$ cat config.mk
export PLATFORM = sky130hd
export DESIGN_NAME = hdmi_timing_gen
export DESIGN_NICKNAME = d
export VERILOG_FILES = /design/src/rtl/hdmi_video_pkg.sv /design/src/rtl/hdmi_line_counter.sv /design/src/rtl/hdmi_timing_gen.sv
export SDC_FILE = /design/constraint.sdc
export NUM_CORES = 1
export LEC_CHECK = 0
export BUFFER_PORTS_ARGS = -buffer_cell sky130_fd_sc_hd__buf_2
export CORE_ASPECT_RATIO = 1.4
export CORE_MARGIN = 2
export CORE_UTILIZATION = 35
export CTS_CLUSTER_DIAMETER = 150
export CTS_CLUSTER_SIZE = 28
export DETAILED_ROUTE_END_ITERATION = 12
export PLACE_DENSITY = 0.61
export SYNTH_ARGS = -nofsm -noshare
export SYNTH_HDL_FRONTEND = slang
export SYNTH_SLANG_ARGS = --single-unit
$ cat constraint.sdc
create_clock -name clk -period 2.55 [get_ports clk]
set_input_delay 0.1275 -clock clk [delete_from_list [all_inputs] [get_ports clk]]
set_output_delay 0.1275 -clock clk [all_outputs]
set_load 0.01 [all_outputs]
$ cat src/rtl/hdmi_video_pkg.sv
`default_nettype none
// ============================================================================
// Module   : hdmi_video_pkg
// Purpose  : Shared video timing types, HDMI period lengths and timing presets.
// Revision : 1.0 - initial release
// ============================================================================
package hdmi_video_pkg;

    typedef struct packed {
        logic [15:0] horiz;
        logic [15:0] hfront;
        logic [15:0] hsyncp;
        logic [15:0] hback;
        logic [15:0] vert;
        logic [15:0] vfront;
        logic [15:0] vsyncp;
        logic [15:0] vback;
    } video_timing_t;

    localparam int unsigned c_preamble_len = 8;
    localparam int unsigned c_guard_len    = 2;

    localparam video_timing_t c_timing_640x480 = '{
        16'd640, 16'd16, 16'd96,  16'd48, 16'd480, 16'd10, 16'd2, 16'd33
    };
    localparam video_timing_t c_timing_800x480 = '{
        16'd800, 16'd40, 16'd128, 16'd88, 16'd480, 16'd10, 16'd2, 16'd33
    };

    function automatic int unsigned timing_htotal(input video_timing_t t);
        return 32'(t.horiz) + 32'(t.hfront) + 32'(t.hsyncp) + 32'(t.hback);
    endfunction

    function automatic int unsigned timing_vtotal(input video_timing_t t);
        return 32'(t.vert) + 32'(t.vfront) + 32'(t.vsyncp) + 32'(t.vback);
    endfunction

endpackage
`default_nettype wire

$ cat src/rtl/hdmi_line_counter.sv
`default_nettype none
// ============================================================================
// Module   : hdmi_line_counter
// Purpose  : Wrapping 0..LAST counter with hold, restart and terminal count.
// Revision : 1.0 - initial release
// ============================================================================
module hdmi_line_counter #(
    parameter int          W    = 12,
    parameter int unsigned LAST = 799
) (
    input  logic         clk,
    input  logic         reset,
    input  logic         i_advance,
    input  logic         i_restart,
    output logic [W-1:0] o_count,
    output logic         o_tc
);

    localparam logic [W-1:0] c_last = W'(LAST);

    logic [W-1:0] r_count;

    always_ff @(posedge clk) begin
        if (!reset || i_restart) begin
            r_count <= '0;
        end else if (i_advance) begin
            r_count <= (r_count == c_last) ? '0 : r_count + 1'b1;
        end
    end

    assign o_count = r_count;
    assign o_tc    = (r_count == c_last);

endmodule
`default_nettype wire

$ cat src/rtl/hdmi_timing_gen.sv
`default_nettype none
// ============================================================================
// Module   : hdmi_timing_gen
// Purpose  : Raster timing generator with HDMI preamble and video guard flags.
// Revision : 1.0 - initial release
// ============================================================================
module hdmi_timing_gen
    import hdmi_video_pkg::*;
#(
    parameter int HORIZ  = 800,
    parameter int HFRONT = 40,
    parameter int HSYNCP = 128,
    parameter int HBACK  = 88,
    parameter int VERT   = 480,
    parameter int VFRONT = 10,
    parameter int VSYNCP = 2,
    parameter int VBACK  = 33,
    parameter bit HS_POL = 1'b1,
    parameter bit VS_POL = 1'b1,
    parameter int CNT_W  = 12
) (
    input  logic             clk,
    input  logic             reset,
    input  logic             enable,
    input  logic             resync,
    output logic             blank,
    output logic             hsync,
    output logic             vsync,
    output logic [CNT_W-1:0] x,
    output logic [CNT_W-1:0] y,
    output logic             line_start,
    output logic             frame_start,
    output logic             preamble,
    output logic             video_guard
);

    localparam video_timing_t c_timing = '{
        16'(HORIZ), 16'(HFRONT), 16'(HSYNCP), 16'(HBACK),
        16'(VERT),  16'(VFRONT), 16'(VSYNCP), 16'(VBACK)
    };
    localparam int unsigned c_htotal = timing_htotal(c_timing);
    localparam int unsigned c_vtotal = timing_vtotal(c_timing);

    if (HORIZ == 0 || HFRONT == 0 || HSYNCP == 0 || HBACK == 0 ||
        VERT == 0 || VFRONT == 0 || VSYNCP == 0 || VBACK == 0 || CNT_W == 0 ||
        (HFRONT + HSYNCP + HBACK) < 12 ||
        c_htotal >= (64'd1 << CNT_W) || c_vtotal >= (64'd1 << CNT_W)) begin : g_bad_params
        $error("hdmi_timing_gen: invalid timing parameter set");
    end

    localparam logic [CNT_W-1:0] c_horiz       = CNT_W'(HORIZ);
    localparam logic [CNT_W-1:0] c_vert        = CNT_W'(VERT);
    localparam logic [CNT_W-1:0] c_vert_m1     = CNT_W'(VERT - 1);
    localparam logic [CNT_W-1:0] c_hs_start    = CNT_W'(HORIZ + HFRONT);
    localparam logic [CNT_W-1:0] c_hs_end      = CNT_W'(HORIZ + HFRONT + HSYNCP);
    localparam logic [CNT_W-1:0] c_vs_start    = CNT_W'(VERT + VFRONT);
    localparam logic [CNT_W-1:0] c_vs_end      = CNT_W'(VERT + VFRONT + VSYNCP);
    localparam logic [CNT_W-1:0] c_guard_start = CNT_W'(c_htotal - c_guard_len);
    localparam logic [CNT_W-1:0] c_pre_start   = CNT_W'(c_htotal - c_guard_len - c_preamble_len);

    logic [CNT_W-1:0] w_hcnt;
    logic [CNT_W-1:0] w_vcnt;
    logic             w_h_tc;
    logic             w_v_tc;
    logic             w_v_advance;

    assign w_v_advance = enable && w_h_tc;

    hdmi_line_counter #(.W(CNT_W), .LAST(c_htotal - 1)) u_hcnt (
        .clk       (clk),
        .reset     (reset),
        .i_advance (enable),
        .i_restart (resync),
        .o_count   (w_hcnt),
        .o_tc      (w_h_tc)
    );

    hdmi_line_counter #(.W(CNT_W), .LAST(c_vtotal - 1)) u_vcnt (
        .clk       (clk),
        .reset     (reset),
        .i_advance (w_v_advance),
        .i_restart (resync),
        .o_count   (w_vcnt),
        .o_tc      (w_v_tc)
    );

    logic w_active;
    logic w_next_line_active;
    logic w_hsync_on;
    logic w_vsync_on;

    // The next line is active either after the last frame line (wrap to 0) or below VERT-1.
    assign w_active           = (w_hcnt < c_horiz) && (w_vcnt < c_vert);
    assign w_next_line_active = w_v_tc || (w_vcnt < c_vert_m1);
    assign w_hsync_on         = (w_hcnt >= c_hs_start) && (w_hcnt < c_hs_end);
    assign w_vsync_on         = (w_vcnt >= c_vs_start) && (w_vcnt < c_vs_end);

    logic             r_blank;
    logic             r_hsync;
    logic             r_vsync;
    logic [CNT_W-1:0] r_x;
    logic [CNT_W-1:0] r_y;
    logic             r_line_start;
    logic             r_frame_start;
    logic             r_preamble;
    logic             r_video_guard;

    always_ff @(posedge clk) begin
        if (!reset || resync) begin
            r_blank       <= 1'b1;
            r_hsync       <= ~HS_POL;
            r_vsync       <= ~VS_POL;
            r_x           <= '0;
            r_y           <= '0;
            r_line_start  <= 1'b0;
            r_frame_start <= 1'b0;
            r_preamble    <= 1'b0;
            r_video_guard <= 1'b0;
        end else if (enable) begin
            r_blank       <= ~w_active;
            r_hsync       <= w_hsync_on ~^ HS_POL;
            r_vsync       <= w_vsync_on ~^ VS_POL;
            r_x           <= w_active ? w_hcnt : '0;
            r_y           <= w_active ? w_vcnt : '0;
            r_line_start  <= (w_hcnt == '0) && (w_vcnt < c_vert);
            r_frame_start <= (w_hcnt == '0) && (w_vcnt == '0);
            r_preamble    <= w_next_line_active && (w_hcnt >= c_pre_start) && (w_hcnt < c_guard_start);
            r_video_guard <= w_next_line_active && (w_hcnt >= c_guard_start);
        end
    end

    assign blank       = r_blank;
    assign hsync       = r_hsync;
    assign vsync       = r_vsync;
    assign x           = r_x;
    assign y           = r_y;
    assign line_start  = r_line_start;
    assign frame_start = r_frame_start;
    assign preamble    = r_preamble;
    assign video_guard = r_video_guard;

endmodule
`default_nettype wire

[Yosys cells after proc, flatten, opt, wreduce, memory -nomap -nowiden]
Index checks and enable logic that the tools add are counted.
Storage, ports and cells
  register bits: 55
  input port bits: 4
  output and inout port bits: 31
  word-level logic and storage cells: 44
Cells by class
  $add $sub $neg: 2
  order comparisons: 10
  equal/unequal tests: 2
  multiplexer cells: 4
  bitwise operators: 1
  reduce and logical (&&, ||, !) cells: 14
Operator list (count)
  12-bit two-way mux: 4
  12-bit by 9-bit < comparator with 1-bit output, second input constant: 3
  12-bit by 1-bit adder with 12-bit output, second input constant: 2
  12-bit by 11-bit >= comparator with 1-bit output, second input constant: 2
  12-bit zero test: 2
  12-bit by 10-bit < comparator with 1-bit output, second input constant: 2
  12-bit by 10-bit equality test with 1-bit output, second input constant: 1
  12-bit by 11-bit equality test with 1-bit output, second input constant: 1
  12-bit by 10-bit >= comparator with 1-bit output, second input constant: 1
  12-bit by 9-bit >= comparator with 1-bit output, second input constant: 1
  12-bit by 11-bit < comparator with 1-bit output, second input constant: 1
  1-bit logical AND: 9
  1-bit logical OR: 2
  1-bit zero test: 1
  1-bit NOT: 1

[Logic depth before layout (Yosys ltp)]
  depth after elaboration: 4
  mapped depth: 8

[Hierarchy]
Synthesis repeated with hierarchy kept, for this count alone.
Second synthesis, totals
  cell total of the unflattened synthesis: 251
  area, all modules: 2473.6 µm²
By module, submodules not included
  hdmi_timing_gen: times used 1, cells an instance 116, area an instance 1198.6 µm², sequential area each 620.6 µm²
  hdmi_line_counter (u_vcnt): times used 1, cells an instance 68, area an instance 661.9 µm², sequential area each 240.2 µm²
  hdmi_line_counter (u_hcnt): times used 1, cells an instance 67, area an instance 613.1 µm², sequential area each 240.2 µm²

[Worst setup path before layout]
Ideal clock, no wire load.
  path type: reg-to-reg
  start: register u_hcnt.r_count[1], in the netlist u_hcnt.o_count[1]
  end: register u_vcnt.r_count[10], in the netlist u_vcnt.o_count[10]
  library setup time: 0.070 ns
  arrival time: 1.775 ns
  slack: 0.705 ns
  cell stages (with the launch flop): 8
  buffers on the path: 2
  clock period less this slack: 1.845 ns
  cells stage by stage: dfxtp_1 > ha_1 > and4_1 > buf_4 > nand4_4 > buf_6 > or4_1 > a21oi_1
On the way
  word-level cells in the longest chain between the ends: 2
RTL lines
  start, declared: RTL line hdmi_line_counter.sv:21  | logic [W-1:0] r_count;
  start signal, assigned: RTL line hdmi_line_counter.sv:27  | r_count <= (r_count == c_last) ? '0 : r_count + 1'b1;
  12-bit by 11-bit equality test with 1-bit output: RTL line hdmi_line_counter.sv:32  | assign o_tc = (r_count == c_last);
  1-bit logical AND: RTL line hdmi_timing_gen.sv:67  | assign w_v_advance = enable && w_h_tc;
  end signal, assigned: RTL line hdmi_line_counter.sv:27
  end, declared: RTL line hdmi_line_counter.sv:21
Every way passes these cells.
A chain may end at the register's enable or synchronous reset.

[Final worst setup path]
  start: register u_hcnt.r_count[1], in the netlist u_hcnt.o_count[1]
  end: register u_vcnt.r_count[7], in the netlist u_vcnt.o_count[7]
Same word-level chain as after synthesis.

==> impl_metrics.csv <==
group,metric,value,unit
final_layout,fin_area,0.00278,mm²
sta,drv_slew,0,
worst_setup_path,reg2reg_slack,0.37,ns
route,route.detailed.drc,0,
sta,rsz0062_at_grt,"false",
synthesis,yosysSeqAreaShare,45.1,%
clock_tree,clock_sinks,55,
route,wirelength,5660,µm
final_layout,areaGrowthSynthToFinish,13.9,%
clock_tree,clk_pin_slew,0.10,ns
sta,skew,0.0101,ns
synthesis,synth_top_flop_cell,"dfxtp_1",
placed_design,place_area,0.00265,mm²
clock_tree,post_cts_buffers,0,
grt,grt_pass1_wl,9290,µm
worst_hold_path,hold_class,"primary input to register",
route,firstDrtPassIters,4,
synthesis,syn_area_per_cell,8.75,µm²
sta,slew_headroom,40.0,%
synthesis,postSynthCellCount,279,
grt,grt_max_degree,32,
die,dieArea,0.00767,mm²
grt,grt_pass1_vias,1974,
route,viasPerCell,5.28,
worst_setup_path,cp_max_fo,22,
clock_tree,clockRootBuffer,"clkbuf_8",
final_layout,postLayoutCoreUtil,40.6,%
sta,timing.final.crit_share,85.5,%
synthesis,synth_top_area_share,45.1,%
synthesis,synth.area.top_cells,"dfxtp_1 (45%), a22oi_1 (5.8%), nor2_1 (5.4%)",
final_layout,layout_common_cells,"dfxtp_1 (55), nor2_1 (35), buf_2 (34)",
final_layout,final_common_cell,"dfxtp_1",
die,initial_utilization,35.7,%
sta,finalSetupViolCount,0,
placed_design,place_inst,390,
worst_setup_path,start_kind,"register",
clock_tree,htreeDepth,2,
power,ir_drop,0.000323,V
synthesis,synth-edff-count,0,
final_layout,drive_gt1_share,15.8,%
worst_setup_path,reg2reg_from,"u_hcnt.o_count[1]$_SDFFE_PP0P_",
die,die_y,103,µm
route,top_layer,"met4",
worst_setup_path,critPathLaunch,"u_hcnt.o_count[1]$_SDFFE_PP0P_",
synthesis,yosysTopAreaCell,"dfxtp_1",
grt,overflow,0,
power,leakagePower,0.994,nW
worst_setup_path,worstSetupPathType,"register to register",
clock_tree,cts_tree,"built",
sta,whs,0.184,ns
synthesis,yosys_warnings,0,
synthesis,synth-seq-cells,55,
route,dr_wl_met2,2800,µm
worst_setup_path,required,2.79,ns
synthesis,syn-num-nets,288,
worst_setup_path,critPathCapture,"u_vcnt.o_count[7]$_SDFFE_PP0P_",
synthesis,yosys.cell_types.count,44,
outcome,status,"completed",
route,wl_met3,161,µm
sta,max_freq,0.459,GHz
worst_setup_path,cp.arrival,2.42,ns
placed_design,hpwl,4040,µm
worst_setup_path,worst_setup_path_end_kind,"register",
route,detail_route.wl_per_cell,14.2,µm
grt,antenna_found_initial,0,
final_layout,num_antenna_cells,0,
die,pin_count,35,
synthesis,syn-cell-area,0.00244,mm²
sta,timing.setup.tns,0,ns
route,drt-initial-drc-count,106,
route,ant_nets,0,
placed_design,io_buffers,34,
die,core,0.00685,mm²
clock_tree,cts_buffers,5,
die,die_x,74.6,µm
grt,grt_use_total,15.4,%
sta,layout_min_cycle_time,2.18,ns
final_layout,fin_nets,311,
clock_tree,cts_resized,0,
die,rows,36,
clock_tree,cts_buffer_depth,2,
synthesis,synth-async-reset-ratio,0,%
clock_tree,hold_buffers,0,
power,power_density,569,mW/mm²
sta,hold_violations,0,
placed_design,routabilityCongestion,0.838,
route,wl_met1,2590,µm
worst_setup_path,r2r_end,"u_vcnt.o_count[7]$_SDFFE_PP0P_",
sta,max_slew.worst_pin.slew,0.899,ns
worst_setup_path,reg2reg_depth,5,
route,via_count,2101,
clock_tree,clk_latency,0.31,ns
flow_run,cap_violations,0,
final_layout,instances_no_fill,398,
==> through the flow <==
step / setup WS [ns] / power [W]
after floorplan: 0.705 / 0.000919
after global placement: 0.493 / 0.000938
after detailed placement: 0.396 / 0.000938
after CTS: 0.357 / 0.00160
after global routing: 0.200 / 0.00163
final: 0.370 / 0.00158
==> area by class of cell <==
class	count	area, µm²
fill	719	4060
multi-input combinational	193	1200
sequential	55	1100
timing repair buffer	38	200
tap	95	119
clock buffer	6	72.6
clock inverter	2	60.1
inverter	9	33.8
==> critical path: stages (launching register included) <==
cell and delay [ns]:
dfxtp_1 0.47, ha_1 0.24, and4_1 0.37, nand4_4 0.30, or4_1 0.58, a21oi_1 0.15
==> cell usage after synthesis (2+ instances only) <==
library cell	instances
and4_1	4
ha_1	5
nor3_1	4
a22oi_1	19
clkbuf_1	15
nand4_1	12
a21oi_1	17
buf_4	3
or4_1	6
or3_1	3
buf_6	2
nand4b_1	2
o31ai_1	7
xor2_1	5
nor2_1	35
xnor2_1	7
dfxtp_1	55
nor2b_1	2
and2_1	3
o21ai_0	5
nand2_1	22
nand3_1	9
nor4_1	2
and3_1	7
inv_1	9
==> report_power, final <==
part,total (W),switching [W],internal [W]
Sequential,0.000864,0.00000282,0.000862
Combinational,0.0000532,0.0000379,0.0000153
Clock,0.000665,0.000273,0.000392
Total,0.00158,0.000313,0.00127
==> metal layers <==
layer / track usage, % / vias up
met4: 5.22 / 0
met5: 0 / -
met2: 26.4 / 44
met3: 3.23 / 10
li1: - / 1047
met1: 19.0 / 1000
==> sequential cells by signal, summed over array words and instances (netlist names) <==
| name | count |
|---|---|
| blank | 1 |
| frame_start | 1 |
| hsync | 1 |
| line_start | 1 |
| preamble | 1 |
| u_hcnt.o_count | 12 |
| u_vcnt.o_count | 12 |
| video_guard | 1 |
| vsync | 1 |
| x | 12 |
| y | 12 |
==> worst min-delay path by stage <==
| stage | from | slack, ns | endpoint | depth (start not counted) |
|---|---|---|---|---|
| after floorplan | reset | 0.42 | vsync$_SDFFE_PP0P_ | 4 |
| after CTS | enable | 0.18 | video_guard$_SDFFE_PP0P_ | 3 |
| final | enable | 0.18 | video_guard$_SDFFE_PP0P_ | 3 |
| after global placement | hsync$_SDFFE_PP0P_ | 0.45 | hsync$_SDFFE_PP0P_ | 2 |
| after global routing | enable | 0.19 | video_guard$_SDFFE_PP0P_ | 3 |
| after detailed placement | hsync$_SDFFE_PP0P_ | 0.46 | hsync$_SDFFE_PP0P_ | 2 |
==> logic make-up after synthesis <==
family	count (synthesis)	share of synthesized area (%)
DFF	55	45.1
AOI/OAI and AO/OA	58	16.0
xor gates and xnor gates	12	4.30
and+or+nand+nor	118	26.1
adders and majority gates	5	2.56
buffers and inverters	31	5.94
(Power assumes the default switching activity.)
